--- config.mk ---
export PLATFORM = sky130hd
export DESIGN_NAME = udp_app_frame_gen
export DESIGN_NICKNAME = d
export VERILOG_FILES = /design/src/rtl/udp_app_pkg.sv /design/src/rtl/udp_app_stream_stats.sv /design/src/rtl/udp_app_frame_gen.sv
export SDC_FILE = /design/constraint.sdc
export NUM_CORES = 1
export LEC_CHECK = 0
export ABC_AREA = 1
export BUFFER_PORTS_ARGS = -buffer_cell sky130_fd_sc_hd__buf_2
export CORE_UTILIZATION = 49
export CTS_CLUSTER_DIAMETER = 100
export DETAILED_ROUTE_END_ITERATION = 8
export PLACE_DENSITY = 0.74
export SKIP_LAST_GASP = 1
export SYNTH_ARGS = -nofsm -noshare
export SYNTH_HDL_FRONTEND = slang
export SYNTH_HIERARCHICAL = 1
export SYNTH_SLANG_ARGS = --single-unit
--- constraint.sdc ---
create_clock -name clk -period 3.61 [get_ports clk]
set_clock_uncertainty 0.15 [all_clocks]
set_input_delay 0.722 -clock clk [delete_from_list [all_inputs] [get_ports clk]]
set_output_delay 0.722 -clock clk [all_outputs]
set_load 0.005 [all_outputs]
--- src/rtl/udp_app_pkg.sv ---
// Shared definitions for the UDP application-side frame generator:
// FSM state encoding, header magic and the bit offsets of the fields
// inside header and payload beats.
package udp_app_pkg;

    typedef enum logic [2:0] {
        IDLE = 3'd0,
        HDR  = 3'd1,
        PAY  = 3'd2,
        GAP  = 3'd3,
        DONE = 3'd4
    } state_e;

    localparam logic [15:0] HDR_MAGIC = 16'hA55A;

    // Header beat: {zero-fill, magic[15:0], beats[15:0], seq[31:0]}
    localparam int HDR_SEQ_LSB   = 0;
    localparam int HDR_BEATS_LSB = 32;
    localparam int HDR_MAGIC_LSB = 48;

    // Payload beat: {zero-fill, seq[31:0], idx[31:0]}
    localparam int PAY_IDX_LSB   = 0;
    localparam int PAY_SEQ_LSB   = 32;

endpackage

--- src/rtl/udp_app_stream_stats.sv ---
// Stream statistics observer for the frame generator write stream.
// Counts stall cycles and transfers, and tracks the longest run of
// consecutive stalls (saturating at 16 bits).
// Only built when UDP_APP_FRAME_GEN_STATS_EN is defined.
`ifdef UDP_APP_FRAME_GEN_STATS_EN
module udp_app_stream_stats (
    input  logic        clk,
    input  logic        rstn,
    input  logic        clear,
    input  logic        valid,
    input  logic        ready,
    output logic [31:0] stall_cycles,
    output logic [31:0] beats_sent,
    output logic [15:0] max_stall
);

    logic [31:0] stall_q, stall_d;
    logic [31:0] beats_q, beats_d;
    logic [15:0] max_q, max_d;
    logic [15:0] run_q, run_d;

    // Next-value logic for the counters and the stall run tracker
    always_comb begin
        stall_d = stall_q;
        beats_d = beats_q;
        max_d   = max_q;
        run_d   = run_q;
        if (clear) begin
            stall_d = '0;
            beats_d = '0;
            max_d   = '0;
            run_d   = '0;
        end else begin
            if (valid && ready) begin
                beats_d = beats_q + 32'd1;
            end
            if (valid && !ready) begin
                stall_d = stall_q + 32'd1;
                run_d   = (run_q == 16'hFFFF) ? run_q : run_q + 16'd1;
                if (run_d > max_q) begin
                    max_d = run_d;
                end
            end else begin
                run_d = '0;
            end
        end
    end

    // Counter registers
    always_ff @(posedge clk) begin
        if (!rstn) begin
            stall_q <= '0;
            beats_q <= '0;
            max_q   <= '0;
            run_q   <= '0;
        end else begin
            stall_q <= stall_d;
            beats_q <= beats_d;
            max_q   <= max_d;
            run_q   <= run_d;
        end
    end

    assign stall_cycles = stall_q;
    assign beats_sent   = beats_q;
    assign max_stall    = max_q;

endmodule
`endif

--- src/rtl/udp_app_frame_gen.sv ---
// Application-side test frame writer for the UDP top write stream.
// Emits numbered frames (header beat + counter payload) separated by a
// programmable idle gap. Optional stream statistics outputs are enabled
// with the macro UDP_APP_FRAME_GEN_STATS_EN.
module udp_app_frame_gen #(
    parameter int DATA_W = 64,
    parameter int LEN_W  = 16,
    parameter int GAP_W  = 16
) (
    input  logic              clk,
    input  logic              rstn,
    input  logic              enable,
    input  logic [LEN_W-1:0]  cfg_frame_beats,
    input  logic [GAP_W-1:0]  cfg_gap_cycles,
    input  logic [31:0]       cfg_frame_count,
    output logic [DATA_W-1:0] wr_data,
    output logic              wr_valid,
    output logic              wr_last,
    input  logic              wr_ready,
    output logic              busy,
    output logic              done,
    output logic [31:0]       frames_sent
`ifdef UDP_APP_FRAME_GEN_STATS_EN
    ,
    output logic [31:0]       stall_cycles,
    output logic [31:0]       beats_sent,
    output logic [15:0]       max_stall
`endif
);
    import udp_app_pkg::*;

    state_e             state_q, state_d;
    logic [LEN_W-1:0]   beats_q, beats_d;
    logic [LEN_W-1:0]   idx_q, idx_d;
    logic [GAP_W-1:0]   gap_q, gap_d;
    logic [GAP_W-1:0]   gap_cnt_q, gap_cnt_d;
    logic [31:0]        count_q, count_d;
    logic [31:0]        seq_q, seq_d;
    logic [31:0]        frames_q, frames_d;
    logic               xfer, eof, load_cfg;
    logic [LEN_W-1:0]   cfg_beats_eff;

    // A zero-length frame still carries its header beat
    assign cfg_beats_eff = (cfg_frame_beats == '0) ? LEN_W'(1) : cfg_frame_beats;
    assign xfer          = wr_valid && wr_ready;

    // Stream outputs are a pure function of registered state, so they hold during stalls
    always_comb begin
        wr_valid = 1'b0;
        wr_last  = 1'b0;
        wr_data  = '0;
        case (state_q)
            HDR: begin
                wr_valid = 1'b1;
                wr_last  = (beats_q == LEN_W'(1));
                wr_data[HDR_SEQ_LSB   +: 32] = seq_q;
                wr_data[HDR_BEATS_LSB +: 16] = 16'(beats_q);
                wr_data[HDR_MAGIC_LSB +: 16] = HDR_MAGIC;
            end
            PAY: begin
                wr_valid = 1'b1;
                wr_last  = (idx_q == beats_q - LEN_W'(1));
                wr_data[PAY_IDX_LSB +: 32] = 32'(idx_q);
                wr_data[PAY_SEQ_LSB +: 32] = seq_q;
            end
            default: ;
        endcase
    end

    // Next-state and counter logic
    always_comb begin
        // NOTE: every signal gets a default first so no path leaves it unassigned (no latches).
        state_d   = state_q;
        beats_d   = beats_q;
        idx_d     = idx_q;
        gap_d     = gap_q;
        gap_cnt_d = gap_cnt_q;
        count_d   = count_q;
        seq_d     = seq_q;
        frames_d  = frames_q;
        eof       = 1'b0;
        load_cfg  = 1'b0;

        case (state_q)
            IDLE: begin
                if (enable) begin
                    load_cfg = 1'b1;
                    seq_d    = '0;
                    frames_d = '0;
                    state_d  = HDR;
                end
            end
            HDR: begin
                if (xfer) begin
                    if (wr_last) begin
                        eof = 1'b1;
                    end else begin
                        idx_d   = LEN_W'(1);
                        state_d = PAY;
                    end
                end
            end
            PAY: begin
                if (xfer) begin
                    if (wr_last) begin
                        eof = 1'b1;
                    end else begin
                        idx_d = idx_q + LEN_W'(1);
                    end
                end
            end
            GAP: begin
                if (gap_cnt_q == '0) begin
                    if (enable) begin
                        load_cfg = 1'b1;
                        state_d  = HDR;
                    end else begin
                        state_d = IDLE;
                    end
                end else begin
                    gap_cnt_d = gap_cnt_q - GAP_W'(1);
                end
            end
            DONE: begin
                if (!enable) begin
                    state_d = IDLE;
                end
            end
            default: state_d = IDLE;
        endcase

        // End of frame: the gap counter is loaded with gap-1 so GAP lasts exactly gap cycles
        if (eof) begin
            seq_d    = seq_q + 32'd1;
            frames_d = frames_q + 32'd1;
            if ((count_q != '0) && (frames_d == count_q)) begin
                state_d = DONE;
            end else if (!enable) begin
                state_d = IDLE;
            end else if (gap_q == '0) begin
                load_cfg = 1'b1;
                state_d  = HDR;
            end else begin
                gap_cnt_d = gap_q - GAP_W'(1);
                state_d   = GAP;
            end
        end

        // Configuration is only captured at a frame start
        if (load_cfg) begin
            beats_d = cfg_beats_eff;
            gap_d   = cfg_gap_cycles;
            count_d = cfg_frame_count;
        end
    end

    // State and counter registers
    always_ff @(posedge clk) begin
        // NOTE: sequential state uses non-blocking assignments so all flops update together.
        if (!rstn) begin
            state_q   <= IDLE;
            beats_q   <= LEN_W'(1);
            idx_q     <= '0;
            gap_q     <= '0;
            gap_cnt_q <= '0;
            count_q   <= '0;
            seq_q     <= '0;
            frames_q  <= '0;
        end else begin
            state_q   <= state_d;
            beats_q   <= beats_d;
            idx_q     <= idx_d;
            gap_q     <= gap_d;
            gap_cnt_q <= gap_cnt_d;
            count_q   <= count_d;
            seq_q     <= seq_d;
            frames_q  <= frames_d;
        end
    end

    assign busy        = (state_q != IDLE) && (state_q != DONE);
    assign done        = (state_q == DONE);
    assign frames_sent = frames_q;

`ifdef UDP_APP_FRAME_GEN_STATS_EN
    logic run_start;
    assign run_start = (state_q == IDLE) && enable;

    udp_app_stream_stats u_stats (
        .clk          (clk),
        .rstn         (rstn),
        .clear        (run_start),
        .valid        (wr_valid),
        .ready        (wr_ready),
        .stall_cycles (stall_cycles),
        .beats_sent   (beats_sent),
        .max_stall    (max_stall)
    );
`endif

endmodule

After elaboration in Yosys (flattened, before gate mapping)
Index checks and enable logic that the tools add are counted.
{"block": "totals", "register_bits": 163, "elab_cells": 88, "in_bits": 68}
{"block": "classes", "eq_ne": 18, "mux": 40, "n_addsub": 6, "n_reduce_logical": 16}
{"cell": "16-bit two-way mux", "n": 11}
{"cell": "32-bit two-way mux", "n": 4}
{"cell": "64-bit one-hot mux with 2 select lines", "n": 1}
{"cell": "32-bit by 1-bit adder with 32-bit output, second input constant", "n": 2}
{"cell": "16-bit zero test", "n": 3}
{"cell": "16-bit by 1-bit subtractor with 16-bit output, second input constant", "n": 3}
{"cell": "32-bit == test", "n": 1}
{"cell": "16-bit one-hot mux with 2 select lines", "n": 1}
{"cell": "32-bit nonzero test", "n": 1}
{"cell": "3-bit two-way mux", "n": 7}
{"cell": "16-bit by 1-bit adder with 16-bit output, second input constant", "n": 1}
{"cell": "16-bit by 1-bit == test with 1-bit output, second input constant", "n": 1}
{"cell": "16-bit == test", "n": 1}
{"cell": "3-bit != test, second input constant", "n": 5}
{"cell": "3-bit one-hot mux with 5 select lines", "n": 1}
{"cell": "1-bit two-way mux", "n": 11}
{"cell": "2-bit != test, second input constant", "n": 5}
{"cell": "3-bit by 2-bit == test with 1-bit output, second input constant", "n": 2}
{"cell": "6-bit AND reduction", "n": 1}
{"cell": "2-bit nonzero test", "n": 3}
{"cell": "5-bit AND reduction", "n": 1}
{"cell": "2-bit two-way mux", "n": 2}
{"cell": "1-bit one-hot mux with 2 select lines", "n": 2}
{"cell": "3-bit by 1-bit == test with 1-bit output, second input constant", "n": 1}
{"cell": "other kinds (7)", "n": 9}

Logic depth before layout (Yosys ltp)
{"block": "depth", "word_depth": 8, "ltp_mapped": 22}

Least setup slack after synthesis
No wires, ideal clock.
{"block": "synth_path", "path_kind": "register to register", "startpoint": "register frames_q[0], in the netlist frames_sent[0]", "endpoint": "register beats_q[15]", "period_less_slack_ns": 2.677, "slack_ns": 0.933, "arrival_time_ns": 2.412, "path_stages_with_launch": 19, "t_required_ns": 3.345, "path_buffers": 2, "cell_sequence": "dfxtp_1 -> ha_1 -> nand2_2 -> nor2_4 -> nand2_1 -> o21bai_1 -> nand2_1 -> nand2_1 -> nand3_1 -> nor2_1 -> nand3_1 -> nor2_1 -> nand3_1 -> nand3_2 -> nand2_2 -> buf_6 -> buf_4 -> a21oi_1 -> nor2_1"}
{"block": "synth_via", "elab_chain_len": 5}
{"item": "start: declaration", "line": "udp_app_frame_gen.sv:39", "source": "logic [31:0] frames_q, frames_d;"}
{"item": "start signal: assignment", "line": "udp_app_frame_gen.sv:177", "source": "frames_q <= frames_d;"}
{"item": "32-bit by 1-bit adder with 32-bit output", "line": "udp_app_frame_gen.sv:135", "source": "frames_d = frames_q + 32'd1;"}
{"item": "32-bit == test", "line": "udp_app_frame_gen.sv:136", "source": "if ((count_q != '0) && (frames_d == count_q)) begin"}
{"item": "1-bit logical AND", "line": "udp_app_frame_gen.sv:136"}
{"item": "1-bit two-way mux", "line": "udp_app_frame_gen.sv:136"}
{"item": "1-bit two-way mux", "line": "udp_app_frame_gen.sv:133", "source": "if (eof) begin"}
{"item": "end signal: assignment", "line": "udp_app_frame_gen.sv:171", "source": "beats_q <= beats_d;"}
{"item": "end: declaration", "line": "udp_app_frame_gen.sv:33", "source": "logic [LEN_W-1:0] beats_q, beats_d;"}
Every way passes these cells.
A chain may end at the register's enable or synchronous reset.

Worst setup path after layout
{"block": "layout_path", "startpoint": "register beats_q[0]", "endpoint": "register count_q[1]"}
{"block": "layout_via", "elab_chain_len": 7}
{"item": "16-bit by 1-bit subtractor with 16-bit output", "line": "udp_app_frame_gen.sv:62", "source": "wr_last = (idx_q == beats_q - LEN_W'(1));"}
{"item": "16-bit == test", "line": "udp_app_frame_gen.sv:62"}
{"item": "1-bit one-hot mux with 2 select lines *", "line": "udp_app_frame_gen.sv:52", "source": "case (state_q)"}
{"item": "1-bit two-way mux *", "line": "udp_app_frame_gen.sv:95, udp_app_frame_gen.sv:105"}
{"item": "1-bit two-way mux *", "line": "udp_app_frame_gen.sv:104", "source": "if (xfer) begin"}
{"item": "1-bit two-way mux *"}
{"item": "1-bit two-way mux *", "line": "udp_app_frame_gen.sv:133"}
{"item": "end signal: assignment", "line": "udp_app_frame_gen.sv:175", "source": "count_q <= count_d;"}
{"item": "end: declaration", "line": "udp_app_frame_gen.sv:37", "source": "logic [31:0] count_q, count_d;"}
Mark *: on every way between the ends. The rest lies on a longest branch, timed or not.

==> impl.org <==
** Layout
- Fin nets :: 2120
- Once layout is done, the placed cells without fillers occupy 12900 µm².
- Diode insertion count for antenna repair :: 0
- Area used by multi-input combinational logic :: 6740 µm²
- Most common cell after layout, fill and taps aside :: sky130_fd_sc_hd__nand2_1
- For this run, the share of the core covered by cells in the final layout is 0.570.
- Leaving out fill and tap cells, the most frequent cells in the layout are 492 x sky130_fd_sc_hd__nand2_1, 285 x sky130_fd_sc_hd__nor2_1, 245 x sky130_fd_sc_hd__inv_1, 192 x sky130_fd_sc_hd__nand3_1, 167 x sky130_fd_sc_hd__buf_2.
- Total of fill cells in the finished design :: 2248
- Signed area change from the synthesized netlist to the final layout :: 14.4%
- Of the cells placed in the final design, the portion with a size suffix greater than 1 is 0.123.
- The sequential cells in the finished layout cover a total of 3260 µm².

** Run status
- The run finished with clean final reports.

** Routing
- WL/cell :: 14.6 µm
- Post-DRT Antenna Nets :: 0
- Via total after detailed routing :: 12500
- In this run, the number of DRC markers left after iteration 0 of detailed routing was 916.
- After detailed routing, the number of vias per cell comes to 5.34.
- The first detailed-routing pass ran for 9 iterations.
- After detailed routing, the number of remaining DRC violations is 0.
- Total wire length after detailed routing :: 34.2 mm

** Synthesis
- Number of storage elements in the synthesis netlist :: 163
- Net count after synthesis :: 1984
- Synthesis handed over a netlist of 1908 instances.
- Register area share after synthesis :: 0.289
- The cell area that synthesis handed to floorplanning was 11300 µm².
- Adder-cell share of the synthesized area :: 0.00887
- Async SR Flop Fraction :: 0
- Post-Syn Area per Cell :: 5.91 µm²
- Synth Area in Compound Gates :: 0.120
- Parity-gate share of the synthesized area counting xor and xnor cells :: 0.0463
- The synthesized design contains 0 enable-type register cells.
- Post-synthesis simple-gate area fraction :: 0.419
- The most used flip-flop cell after synthesis is sky130_fd_sc_hd__dfxtp_1.
- Distinct cells, synth :: 49
- Yosys printed 6 warnings.
- Largest family of logic cells by synthesized area :: simple AND/OR/NAND/NOR gates
- The portion of synthesized area spent on multiplexers is 0.000887.

** Floorplanning
- Die Y :: 154 µm
- Number of top-level pins :: 168
- After floorplanning, the core was sized to cover 22600 µm².
- DIE WIDTH :: 154 µm
- Initial standard-cell utilization of the core :: 0.498
- Placement Rows :: 55
- The floorplan step defined a die boundary enclosing 23600 µm².

** Critical path
- The largest individual stage delay along the critical path comes from the cell sky130_fd_sc_hd__dfxtp_1.
- The worst register-to-register path has a depth of 21.
- Critical path data arrival time :: 3570 ps
- Walking the worst path, the cells encountered are inv_1 -> ha_1 -> nand3_2 -> nor2_2 -> inv_2 -> nand2_1 -> nand2_1 -> nand2_1 -> nand2_1 -> clkinv_1 -> nand3_1 -> nor2_1 -> nand3_2 -> a21oi_4 -> buf_4 -> nand3_2 -> nand2_4 -> buf_12 -> nand3_1 -> nand2_1 -> nor2_1.
- Worst reg-to-reg setup slack :: 230 ps
- The worst setup path is captured at a flop.
- The critical path is of the reg2reg type.
- The worst register-to-register path begins at beats_q[0].
- The largest single stage delay on the critical path is 340 ps.
- Biggest fanout along the worst timing path :: 69
- In this design, the critical path's most frequently occurring cell is sky130_fd_sc_hd__nand2_1.
- Category of the worst setup path launch point :: flop
- Required arrival time at the worst endpoint :: 3800 ps
- In this run the critical register-to-register path is captured at count_q[1].

** Global routing
- The first global-routing pass estimated 56.6 mm of wire.
- The number of antenna violations at the first check in global routing came to 0.
- For this run the aggregate overflow at the end of global routing stands at 0.
- Maximum number of pins on one net before global-route repair :: 129
- Vias in the first global route :: 11400
- Aggregate global-route resource usage :: 0.294

** Place
- HPWL after detailed placement :: 26.0 mm
- At the end of routability-driven placement, the weighted congestion stood at 1.01.
- Cell area reported after detailed placement :: 12300 µm²
- Count of input and output buffers :: 167

** CTS
- Total clock buffers created by CTS :: 17
- H-tree lvl count :: 4
- The tree is rooted in a sky130_fd_sc_hd__clkbuf_16.
- CTS tree :: built
- Counting along the longest clock path gives a buffer depth of 2.
- The tree built by TritonCTS fans out to 163 sinks.
- Skew-Pair Late Insertion Delay :: 450 ps
- In this run the post-CTS setup repair buffer count came out at 0.
- Clock-pin slew of the registers on the worst-case setup and hold paths :: 70 ps

** STA
- Number of endpoints with negative hold slack in the final report :: 0
- Final Slew Violations :: 0
- The worst pin sits at a relative slew slack of 0.372.
- Setup violations remaining at the end of the flow were counted as 0.
- Of the available clock period, the critical path in the final layout requires 0.937.
- At the pin with the least slew margin, the transition time is 939 ps.
- Subtracting the final worst setup slack from the clock period gives 3380 ps.
- Derived from the worst setup path, the maximum achievable clock frequency is 0.296 GHz.

** Worst hold path
- The worst hold path begins at seq_q[21].
- Type of the worst min-delay path :: reg2reg
- For hold timing, the worst endpoint is seq_q[21].
- The worst hold path was traced through 2 stages.

** Pwr
- Power density normalized to cell area :: 680 nW/µm²
- Total leakage power :: 5.91 nW
- Peak VDD IR :: 719 µV

** Job
- Max-cap violations :: 0
power by group:
part | switching (W) | total, W | internal [W]
Sequential | 0.000490 | 0.00266 | 0.00217
Combinational | 0.00282 | 0.00437 | 0.00155
Clock | 0.000807 | 0.00173 | 0.000928
synth_stat cells (2+ instances only):
cell type,count,area share
sky130_fd_sc_hd__xnor2_1,12,0.0093
sky130_fd_sc_hd__o22ai_1,27,0.015
sky130_fd_sc_hd__o211ai_1,2,0.0013
sky130_fd_sc_hd__inv_2,4,0.0013
sky130_fd_sc_hd__buf_4,4,0.0027
sky130_fd_sc_hd__nand4_1,26,0.014
sky130_fd_sc_hd__dfxtp_1,163,0.29
sky130_fd_sc_hd__nand3_2,3,0.0027
sky130_fd_sc_hd__nand2_2,4,0.0022
sky130_fd_sc_hd__nor2_4,4,0.0040
sky130_fd_sc_hd__o21ai_0,55,0.024
sky130_fd_sc_hd__nor2_2,7,0.0039
sky130_fd_sc_hd__nor2_1,286,0.095
sky130_fd_sc_hd__a21o_1,2,0.0013
sky130_fd_sc_hd__nor3b_1,2,0.0013
sky130_fd_sc_hd__inv_1,245,0.082
sky130_fd_sc_hd__and3_1,2,0.0011
sky130_fd_sc_hd__nand3_1,194,0.086
sky130_fd_sc_hd__buf_6,9,0.0090
sky130_fd_sc_hd__clkbuf_1,50,0.017
sky130_fd_sc_hd__xor2_1,45,0.035
sky130_fd_sc_hd__ha_1,8,0.0089
sky130_fd_sc_hd__clkinv_1,2,0.00067
sky130_fd_sc_hd__nand2_1,493,0.16
sky130_fd_sc_hd__o21bai_1,4,0.0027
sky130_fd_sc_hd__o21ai_1,4,0.0018
sky130_fd_sc_hd__buf_2,8,0.0035
sky130_fd_sc_hd__nand3b_1,19,0.013
sky130_fd_sc_hd__a31oi_1,5,0.0028
sky130_fd_sc_hd__nor4_1,15,0.0083
sky130_fd_sc_hd__nor3_1,38,0.017
sky130_fd_sc_hd__a21oi_1,144,0.064
sky130_fd_sc_hd__a22oi_1,2,0.0013
sky130_fd_sc_hd__or2_2,5,0.0028
repair_timing:
action                                  CTS  global route
gates resized for setup                   0             1
hold buffers                              0             0
endpoints found under the setup margin    0             6
per-stage QoR:
stage | worst slack, ps | cells | hold WS (ps) | setup TNS (ps) | total power, W
6_report | 228 | 2342 | 311 | 0 | 0.00877
3_5_place_dp | 285 | 2310 | 305 | 0 | 0.00704
4_1_cts | 271 | 2342 | 314 | 0 | 0.00877
3_3_place_gp | 417 | 2310 | 295 | 0 | 0.00700
5_1_grt | -16.9 | 2342 | 349 | -16.9 | 0.00953
2_1_floorplan | 933 | 1908 | 285 | 0 | 0.00594
kinds of logic (layout without fill, tap and decap cells):
group | count (synthesis) | after routing
adder cells (fa/ha/maj) | 8 | 8
XOR/XNOR | 58 | 58
multiplexers | 1 | 1
AND/OR/NAND/NOR | 1103 | 1103
buffers and inverters | 323 | 472
flip-flops | 163 | 163
AO/OA/AOI/OAI | 252 | 252
how the worst max path moves through the flow:
stage,startpoint,end,slack [ps],depth (start not counted)
finish,beats_q[0],count_q[1],230,21
global route,frames_sent[1],gap_cnt_q[1],-20,18
CTS,beats_q[0],beats_q[1],270,17
detailed placement,beats_q[0],beats_q[1],280,17
global placement,frames_sent[1],beats_q[0],420,19
floorplan,frames_sent[0],beats_q[15],930,18
routing by layer:
metal  global-route usage  share of wire  up-vias
met3               0.0505          0.063       61
met1                0.386           0.45     5608
li1                     -              -     6396
met5                    0              0        -
met4               0.0976          0.022        0
met2                0.489           0.47      438
critical path: cells and delay by family, from the launching register on:
kind / cells / cell delay, ps
simple gates: 14 / 1540
buf+inv: 5 / 770
flops: 1 / 340
compound gates: 1 / 180
fa+ha+maj: 1 / 220
layout make-up:
class / count / share of cell area
flip-flops and latches: 163 / 0.253
multi-input cells: 1422 / 0.523
clock buffers: 20 / 0.0354
inverters: 251 / 0.0730
clock inverters: 12 / 0.00776
well taps: 285 / 0.0276
repair buffers: 189 / 0.0805
flip-flops by register name, indices dropped and copies added, names as in the netlist:
signal       flops
beats_q         16
state_q          3
frames_sent     32
idx_q           16
gap_cnt_q       16
gap_q           16
seq_q           32
count_q         32
No activity file was read; power rests on OpenSTA's default activity.
